$ cat src/rtl/mac_cla_accumulator.sv
// Signed burst accumulator for MAC partial products: a 4-bit-group carry-lookahead adder feeds a
// two-state ACC/HOLD handshake controller with sticky overflow and a saturating beat count.
module mac_cla_accumulator #(
    parameter int unsigned IN_W  = 16,
    parameter int unsigned ACC_W = 24,
    parameter int unsigned CNT_W = 8
) (
    input  logic             clk,
    input  logic             rst_n,
    input  logic             in_valid,
    output logic             in_ready,
    input  logic [IN_W-1:0]  in_data,
    input  logic             in_last,
    output logic             out_valid,
    input  logic             out_ready,
    output logic [ACC_W-1:0] out_sum,
    output logic             out_ovf,
    output logic [CNT_W-1:0] out_count
);

    localparam int unsigned NGRP = ACC_W / 4;

    typedef enum logic {
        ST_ACC  = 1'b0,
        ST_HOLD = 1'b1
    } state_t;

    state_t state, state_nxt;

    logic [ACC_W-1:0] acc;
    logic [CNT_W-1:0] count;
    logic             ovf;

    logic [ACC_W-1:0] b_ext;
    logic [ACC_W-1:0] gen, prop, carry, sum;
    logic [NGRP-1:0]  grp_cin;
    logic             signed_ovf;
    logic [CNT_W-1:0] count_inc;
    logic             beat;

    // Sign-extend the partial product to the accumulator width
    assign b_ext = ACC_W'($signed(in_data));

    assign gen  = acc & b_ext;
    assign prop = acc | b_ext;
    assign grp_cin[0] = 1'b0;

    for (genvar k = 0; k < NGRP; k++) begin : g_grp
        localparam int unsigned B = 4 * k;

        assign carry[B]   = grp_cin[k];
        assign carry[B+1] = gen[B] | (prop[B] & grp_cin[k]);
        assign carry[B+2] = gen[B+1] | (prop[B+1] & gen[B])
                          | (prop[B+1] & prop[B] & grp_cin[k]);
        assign carry[B+3] = gen[B+2] | (prop[B+2] & gen[B+1])
                          | (prop[B+2] & prop[B+1] & gen[B])
                          | (prop[B+2] & prop[B+1] & prop[B] & grp_cin[k]);

        // The top group's carry-out is discarded: the sum wraps modulo 2^ACC_W
        if (k < NGRP - 1) begin : g_link
            logic grp_g, grp_p;
            assign grp_g = gen[B+3] | (prop[B+3] & gen[B+2])
                         | (prop[B+3] & prop[B+2] & gen[B+1])
                         | (prop[B+3] & prop[B+2] & prop[B+1] & gen[B]);
            assign grp_p = &prop[B+3:B];
            assign grp_cin[k+1] = grp_g | (grp_p & grp_cin[k]);
        end
    end

    // a^b expressed from the cell's own P and G so every cell output is used
    assign sum = (prop & ~gen) ^ carry;

    assign signed_ovf = (acc[ACC_W-1] == b_ext[ACC_W-1]) & (sum[ACC_W-1] != acc[ACC_W-1]);
    assign count_inc  = (count == {CNT_W{1'b1}}) ? count : count + CNT_W'(1);
    assign beat       = in_valid & in_ready;

    // State register
    always_ff @(posedge clk or negedge rst_n) begin
        if (!rst_n) begin
            state <= ST_ACC;
        end else begin
            state <= state_nxt;
        end
    end

    // Next-state logic
    always_comb begin
        state_nxt = state;
        case (state)
            ST_ACC:  if (beat && in_last) state_nxt = ST_HOLD;
            ST_HOLD: if (out_ready)       state_nxt = ST_ACC;
            default: state_nxt = ST_ACC;
        endcase
    end

    // Handshake outputs decoded from the state register
    always_comb begin
        in_ready  = 1'b0;
        out_valid = 1'b0;
        case (state)
            ST_ACC:  in_ready  = 1'b1;
            ST_HOLD: out_valid = 1'b1;
            default: in_ready  = 1'b0;
        endcase
    end

    // Accumulator and result registers
    always_ff @(posedge clk or negedge rst_n) begin
        if (!rst_n) begin
            acc       <= '0;
            count     <= '0;
            ovf       <= 1'b0;
            out_sum   <= '0;
            out_ovf   <= 1'b0;
            out_count <= '0;
        end else if (beat) begin
            if (in_last) begin
                out_sum   <= sum;
                out_ovf   <= ovf | signed_ovf;
                out_count <= count_inc;
                acc       <= '0;
                count     <= '0;
                ovf       <= 1'b0;
            end else begin
                acc   <= sum;
                count <= count_inc;
                ovf   <= ovf | signed_ovf;
            end
        end
    end

endmodule

$ cat config.mk
export PLATFORM = sky130hd
export DESIGN_NAME = mac_cla_accumulator
export DESIGN_NICKNAME = d
export VERILOG_FILES = /design/src/rtl/mac_cla_accumulator.sv
export SDC_FILE = /design/constraint.sdc
export NUM_CORES = 1
export LEC_CHECK = 0
export CORE_ASPECT_RATIO = 0.8
export CORE_MARGIN = 2
export CORE_UTILIZATION = 50
export CTS_BUF_LIST = sky130_fd_sc_hd__clkbuf_16
export DETAILED_ROUTE_END_ITERATION = 7
export GPL_TIMING_DRIVEN = 0
export HOLD_SLACK_MARGIN = 0.02
export PLACE_DENSITY = 0.74
export SLEW_MARGIN = 20
export SYNTH_ARGS = -nofsm -noshare
export SYNTH_HDL_FRONTEND = slang
export SYNTH_SLANG_ARGS = --single-unit
$ cat constraint.sdc
create_clock -name clk -period 2.6 [get_ports clk]
set_input_delay 0.78 -clock clk [delete_from_list [all_inputs] [get_ports clk]]
set_output_delay 0.78 -clock clk [all_outputs]
set_load 0.05 [all_outputs]
==> impl_metrics.py, run 1 <==
metrics = {
    "synthesis": {
        "synth-edff-count": 0,
        "syn_inst": 433,
        "netlist_top_cells_area": "dfrtp_1 (41%), ha_1 (14%), o21ai_0 (4.7%), inv_1 (4.6%), nand2_1 (4.1%)",
        "synth-async-reset-ratio_pct": 100,
        "synth_nets": 506,
        "synth_seq_area_share_pct": 40.5,
        "synth.yosys.warnings": 0,
        "synth_top_flop_cell": "dfrtp_1",
        "cell_with_the_most_instances_after_synthesis": "dfrtp_1",
        "synthTopCellsByCount": "dfrtp_1 (67), inv_1 (51), ha_1 (46)",
        "netlist.top_cell.by_area": "dfrtp_1",
        "synth_area_per_cell_sq_um": 9.56,
        "yosysUniqueCellTypes": 51,
        "netlist.area_leader.share_pct": 40.5,
        "post_synth_instance_area_sq_um": 4140,
        "ys_ff_latch": 67,
    },
    "sta": {
        "hold_violations": 0,
        "period_needed_ns": 2.79,
        "achievable-frequency_mhz": 359,
        "clock_skew_ns": 0.00523,
        "finalSetupViolCount": 14,
        "rsz0062_at_grt": "yes",
        "timing_worst_slew_pin_value_ns": 0.638,
        "finalCritPeriodShare_pct": 107,
        "layout_setup_ws_ns": -0.188,
        "max_slew_margin_pct": 57.5,
        "slew_viol_final": 0,
    },
    "setup_path": {
        "maximum_cell_stage_delay_along_the_critical_path_ns": 0.41,
        "worstSetupEndpointType": "flop",
        "reg2reg_depth": 11,
        "critical_path.reg2reg.endpoint": "acc[16]",
        "worstSetupStartpointType": "input pin",
        "critical_path.slowest_cell": "fa_2",
        "reg2reg_from": "acc[9]",
        "critPathMostFrequentCell": "nor4_4",
        "critical_path_class": "input pin to flop",
        "worstPathMaxFanout": 6,
        "timing.critical_path.buf_inv": 3,
        "last_element_of_the_critical_path": "acc[20]",
        "critPathTopFamily": "simple AND/OR/NAND/NOR gates",
        "cell_breakdown_of_the_critical_path": "buf_12, clkinvlp_4, buf_8, ha_4, nor4_4, nand2_2, nor4_4, a32oi_2, and2_4, fa_2, or3_1, o21ai_1",
        "worst-endpoint-required_ns": 2.86,
        "setup.reg_to_reg.worst_slack_ns": -0.12,
        "timing.critical_path.depth": 12,
        "crit_start": "in_data[15]",
        "arrival_ns": 3.05,
    },
    "floorplanning": {
        "floorplan.die_area_sq_um": 9030,
        "std_cell_core_area_sq_um": 7980,
        "fp-row-count": 29,
        "dieHeight_um": 85.4,
        "die-width_um": 106,
        "initial_utilization_pct": 51.8,
        "ioPinCount": 56,
    },
    "routing": {
        "drc": 0,
        "detailedRoute.firstIterationViolations": 201,
        "drt-vias-per-instance": 5.59,
        "length_of_the_first_detailed_routing_pass_in_iterations": 4,
        "ant_nets": 0,
        "routed_wl_mm": 11.7,
        "vias": 3596,
        "routed_wire_length_per_instance_um": 18.3,
    },
    "clock_network": {
        "cts.sinks": 67,
        "cts.root.buffer_cell": "clkbuf_16",
        "path_clk_slew_ns": 0.06,
        "worstSkewPairLatency_ns": 0.34,
        "cts_tree": "built",
        "tritoncts.num_buffers": 9,
        "htree_levels": 3,
        "clockBufferDepth": 2,
    },
    "cells_and_area": {
        "insertedDiodeCount": 0,
        "layout.nets": 603,
        "post_route_cells_drive_above_1_share_pct": 28.0,
        "finish.cell_count_without_fillers": 643,
        "n_fill_cell": 552,
        "syn2layout_area_growth_pct": 41.8,
        "multi_input_logic_area_sq_um": 2700,
        "layout.area.seq_sq_um": 1680,
    },
    "run_status": {
        "run_status": "finished, violations left",
        "failed_checks": "negative setup slack",
    },
    "global_route": {
        "via_count_of_the_first_global_routing_pass": 3677,
        "global_route.usage.met1_pct": 35.4,
        "grt_max_degree": 47,
        "grt.met3_usage_pct": 5.84,
        "gr-max-usage-layer": "met2",
        "grt.total_usage_pct": 26.3,
        "grt_first_pass_wirelength_mm": 18.5,
        "gr-total-overflow": 0,
        "gr-usage-met2_pct": 42.3,
        "antenna_found_initial": 0,
    },
    "pwr": {
        "vdd_drop_max_mv": 0.657,
        "totalPowerFinal_mw": 6.97,
        "power_density_nw_per_um2": 1190,
        "power_leakage_nw": 2.57,
    },
    "min_path": {
        "min-delay-path-class": "input pin to async pin",
    },
    "placed_design": {
        "io_buffer_count": 54,
        "place.detailed.instances": 596,
        "gp_routability_congestion": 0.846,
        "hpwl_mm": 7.10,
    },
    "run": {
        "max_cap_violations": 0,
    },
}
[cells in the final DEF, fill, tap and decap left out, drive strengths merged, types with 5 or more instances in the layout]
master and count:
fa 6, mux2i 5, ha 46, buf 47, inv 52, clkdlybuf4s50 37
or3 5, o21ai 42, a21oi 23, xnor2 9, dfrtp 67, nand2 45
clkbuf 23, nor2 27, nor3 6, o22ai 14, xor2 10, o31ai 9
[kinds of logic after synthesis]
family	share of synthesized area [%]
xor gates and xnor gates	4.56
DFF	40.5
adders and majority gates	16.8
AOI/OAI and AO/OA	17.0
and+or+nand+nor	13.0
buffers and inverters	6.44
muxes	1.75
[how the worst min path moves through the flow]
stage	depth (start not counted)	endpoint	slack, ns	from
after CTS	1	count[1]	0.35	rst_n
after global routing	1	count[1]	0.35	rst_n
after global placement	2	acc[0]	0.46	acc[0]
after detailed placement	2	acc[0]	0.47	acc[0]
final	1	count[1]	0.34	rst_n
after floorplan	2	acc[0]	0.44	acc[0]
[where the power goes]
part	switching [mW]	leakage [nW]	total (mW)	internal, mW
Sequential	0.241	0.852	1.69	1.45
Clock	0.456	0.135	1.09	0.632
Combinational	2.42	1.58	4.19	1.77
Total	3.12	2.57	6.97	3.85
[sequential cells by signal, summed over array words and instances (netlist names)]
name,cells
out_sum,24
ovf,1
out_count,8
acc,24
out_ovf,1
count,8
state,1
[layer usage]
layer	part of all wire, %	routed length (um)
met3	5.7	671
met4	1.6	182
met2	50	5820
met1	43	5060
met5	0	0
[per-stage QoR]
| stage | setup WS [ns] | hold slack (ns) | cell area [sq um] | util (%) | TNS [ns] |
|---|---|---|---|---|---|
| global route | -0.278 | 0.351 | 5870 | 73.5 | -2.44 |
| finish | -0.188 | 0.339 | 5870 | 73.5 | -1.10 |
| global placement | -1.89 | 0.459 | 4930 | 61.8 | -143.40 |
| floorplan | -0.453 | 0.443 | 4260 | - | -2.25 |
| detailed placement | -1.93 | 0.467 | 4960 | 62.1 | -43.50 |
| CTS | -0.290 | 0.349 | 5650 | 70.8 | -1.03 |
[repair_timing]
item,in CTS,in global routing
hold buffers,0,0
pin swaps,27,30
setup endpoints to repair,37,42
resized for setup,113,46
setup buffers,24,9
[cell type report]
class / instances / area share [%]
multi-input combinational: 297 / 45.9
buffer: 18 / 1.34
sequential: 67 / 28.6
inverter: 51 / 3.45
clock inverter: 7 / 0.639
timing repair buffer: 86 / 13.9
clock buffer: 9 / 3.84
tap: 108 / 2.30
(Power assumes the default switching activity.)
==> run 2: changes to the inputs <==
--- a/config.mk
+++ b/config.mk
@@ -5,6 +5,7 @@
 export SDC_FILE = /design/constraint.sdc
 export NUM_CORES = 1
 export LEC_CHECK = 0
+export CAP_MARGIN = 20
 export CORE_ASPECT_RATIO = 0.8
 export CORE_MARGIN = 2
 export CORE_UTILIZATION = 50
==> results of run 2 <==
The final DEF is identical to that of run 1; final timing and power are the same.
==> run 3: changes to the inputs <==
--- a/config.mk
+++ b/config.mk
@@ -14,6 +14,7 @@
 export GPL_TIMING_DRIVEN = 0
 export HOLD_SLACK_MARGIN = 0.02
 export PLACE_DENSITY = 0.74
+export RECOVER_POWER = 100
 export SLEW_MARGIN = 20
 export SYNTH_ARGS = -nofsm -noshare
 export SYNTH_HDL_FRONTEND = slang
==> run 3 against run 2 <==
  * Worst hold slack better by 0.13 ns
  * First-iteration DRC count down 3.0%
  * The run still ends with negative setup slack left
  * Cell area down 0.66%
  * Total power down 1.4%
  * Flip-flop and latch count unchanged
  * Global-route usage unchanged
  * Via count up 0.61%
  * Critical path type unchanged
  * Clock skew up 0.00078 ns
  * Count of clock-buffer cells in the layout unchanged
  * Register-to-register slack worse by 0.02 ns
  * Critical path depth down 1
==> impl_metrics.py, run 3 (synthesis results as in run 1) <==
metrics = {
    "cells_and_area": {
        "layout.nets": 603,
        "syn2layout_area_growth_pct": 40.9,
        "mostFrequentLayoutCell": "dfrtp_1",
        "mostFrequentLayoutCells": "dfrtp_1 (67), nand2_1 (44), inv_1 (39)",
        "n_fill_cell": 559,
        "post_route_cells_drive_above_1_share_pct": 27.5,
        "top_regs": "acc x24, out_sum x24",
        "insertedDiodeCount": 0,
        "layout.cell_area.non_filler_sq_um": 5830,
    },
    "setup_path": {
        "worst-endpoint-required_ns": 2.86,
        "timing.critical_path.buf_inv": 2,
        "critPathTopFamily": "simple AND/OR/NAND/NOR gates",
        "critical_path.slowest_cell": "fa_2",
        "critPathMostFrequentCell": "nor4_4",
        "arrival_ns": 3.04,
        "critical_path_class": "input pin to flop",
        "setup.reg_to_reg.worst_slack_ns": -0.14,
        "worstSetupStartpointType": "input pin",
        "maximum_cell_stage_delay_along_the_critical_path_ns": 0.41,
        "worstSetupEndpointType": "flop",
        "worstPathMaxFanout": 3,
        "cell_breakdown_of_the_critical_path": "dlygate4sd2_1, inv_2, ha_4, nor4_4, nand2_2, nor4_4, a32oi_2, and2_4, fa_2, or3_1, o21ai_1",
    },
    "sta": {
        "rsz0062_at_grt": "yes",
        "achievable-frequency_mhz": 359,
        "slew_viol_final": 0,
        "clock_skew_ns": 0.00602,
        "max_slew_margin_pct": 18.2,
        "finalCritPeriodShare_pct": 107,
        "timing_worst_slew_pin_value_ns": 1.23,
        "layout_setup_ws_ns": -0.186,
        "finalSetupViolCount": 16,
        "period_needed_ns": 2.79,
        "hold_violations": 0,
        "fin_worst_hold_slack_ns": 0.469,
    },
    "pwr": {
        "share_comb_of_total_power_pct": 59.7,
        "share_clk_of_total_power_pct": 15.9,
        "p_seq_share_pct": 24.5,
        "switchingPower_mw": 3.11,
        "sw_frac_of_total_pct": 45.2,
        "power_leakage_nw": 2.60,
        "vdd_drop_max_mv": 0.642,
        "cellInternalPower_mw": 3.77,
        "power_density_nw_per_um2": 1180,
    },
    "floorplanning": {
        "floorplan.die_area_sq_um": 9030,
        "ioPinCount": 56,
        "std_cell_core_area_sq_um": 7980,
        "dieHeight_um": 85.4,
        "initial_utilization_pct": 51.8,
        "fp-row-count": 29,
        "die-width_um": 106,
    },
    "placed_design": {
        "io_buffer_count": 54,
        "cell_area_after_placement_sq_um": 4960,
        "hpwl_mm": 7.10,
        "gp_routability_congestion": 0.846,
    },
    "routing": {
        "detailedRoute.firstIterationViolations": 195,
        "length_of_the_first_detailed_routing_pass_in_iterations": 4,
        "ant_nets": 0,
        "routed_wire_length_per_instance_um": 18.1,
        "vias": 3618,
        "drc": 0,
        "drt-vias-per-instance": 5.63,
        "routed_wl_mm": 11.7,
    },
    "clock_network": {
        "cts.root.buffer_cell": "clkbuf_16",
        "path_clk_slew_ns": 0.06,
        "cts.sinks": 67,
        "worstSkewPairLatency_ns": 0.34,
        "clockBufferDepth": 2,
        "cts_tree": "built",
        "tritoncts.num_buffers": 9,
        "htree_levels": 3,
        "holdBufCountCts": 0,
    },
    "global_route": {
        "grt.total_usage_pct": 26.3,
        "grt_first_pass_wirelength_mm": 18.5,
        "gr-total-overflow": 0,
        "grt_max_degree": 47,
        "antenna_found_initial": 0,
        "via_count_of_the_first_global_routing_pass": 3677,
    },
    "run_status": {
        "failed_checks": "negative setup slack",
        "run_status": "finished, violations left",
    },
    "min_path": {
        "min-delay-path-class": "flop to flop",
    },
    "run": {
        "max_cap_violations": 0,
    },
}
run 3: cell types whose count changed in the layout (fill, tap and decap cells not counted), sizes merged:
| cell | change |
|---|---|
| buf | -2 |
| clkbuf | +2 |
| clkdlybuf4s50 | -36 |
| dlygate4sd3 | +36 |
run 3: power by group through the flow:
stage	clock, mW	sequential [mW]	combinational (mW)
3_5_place_dp	0	1.69	3.34
3_3_place_gp	0	1.67	3.27
5_1_grt	1.15	1.73	4.41
6_report	1.09	1.68	4.10
2_1_floorplan	0	2.40	1.70
4_1_cts	1.10	1.68	3.82
run 3: final cells by class:
type / count / area (sq um) / area share, %
Clock buffer: 9 / 225 / 3.86
Multi-Input combinational cell: 297 / 2690 / 46.0
Clock inverter: 7 / 37.5 / 0.644
Inverter: 51 / 203 / 3.48
Sequential cell: 67 / 1680 / 28.7
Buffer: 18 / 77.6 / 1.33
Timing Repair Buffer: 86 / 792 / 13.6
Tap cell: 108 / 135 / 2.32
run 3: worst paths after layout:
| path | end | from | depth (start not counted) |
|---|---|---|---|
| setup / recovery | acc[20] | in_data[14] | 11 |
| hold / removal | out_sum[9] | out_sum[9] | 2 |
| setup reg to reg | acc[16] | acc[9] | 11 |
| hold reg to reg | out_sum[9] | out_sum[9] | 2 |
| max in group asynchronous | out_sum[14] | rst_n | 2 |
| min in group asynchronous | count[1] | rst_n | 1 |
run 3: per-stage QoR:
| step | TNS (ns) | setup slack, ns | total power [mW] | util [%] | cells |
|---|---|---|---|---|---|
| after floorplan | -2.25 | -0.453 | 4.10 | - | 433 |
| after global placement | -143.40 | -1.89 | 4.94 | 61.8 | 595 |
| after detailed placement | -43.50 | -1.93 | 5.03 | 62.1 | 596 |
| after CTS | -1.03 | -0.290 | 6.60 | 70.8 | 636 |
| after global routing | -7.47 | -0.278 | 7.30 | 73.1 | 643 |
| final | -1.25 | -0.186 | 6.87 | 73.1 | 643 |
run 3: what timing repair did:
action | 4_1_cts | 5_1_grt
setup endpoints to repair | 37 | 42
gates resized for setup | 113 | 46
setup buffers | 24 | 9
pin swaps | 27 | 30
run 3: metal layers:
layer / vias to the layer above / share of wire [%] / GRT usage [%]
met5: - / 0 / 0
met4: 0 / 1.9 / 9.57
met3: 23 / 6.5 / 5.84
met2: 127 / 49 / 42.3
met1: 1799 / 42 / 35.4
li1: 1669 / - / -
run 3: worst reg2reg max path, delay by kind of cell (launching register included):
| family | cells | cell delay, ns |
|---|---|---|
| DFF | 1 | 0.39 |
| adders and majority gates | 2 | 0.65 |
| AOI/OAI and AO/OA | 4 | 0.85 |
| buffers and inverters | 3 | 0.38 |
| and+or+nand+nor | 2 | 0.39 |
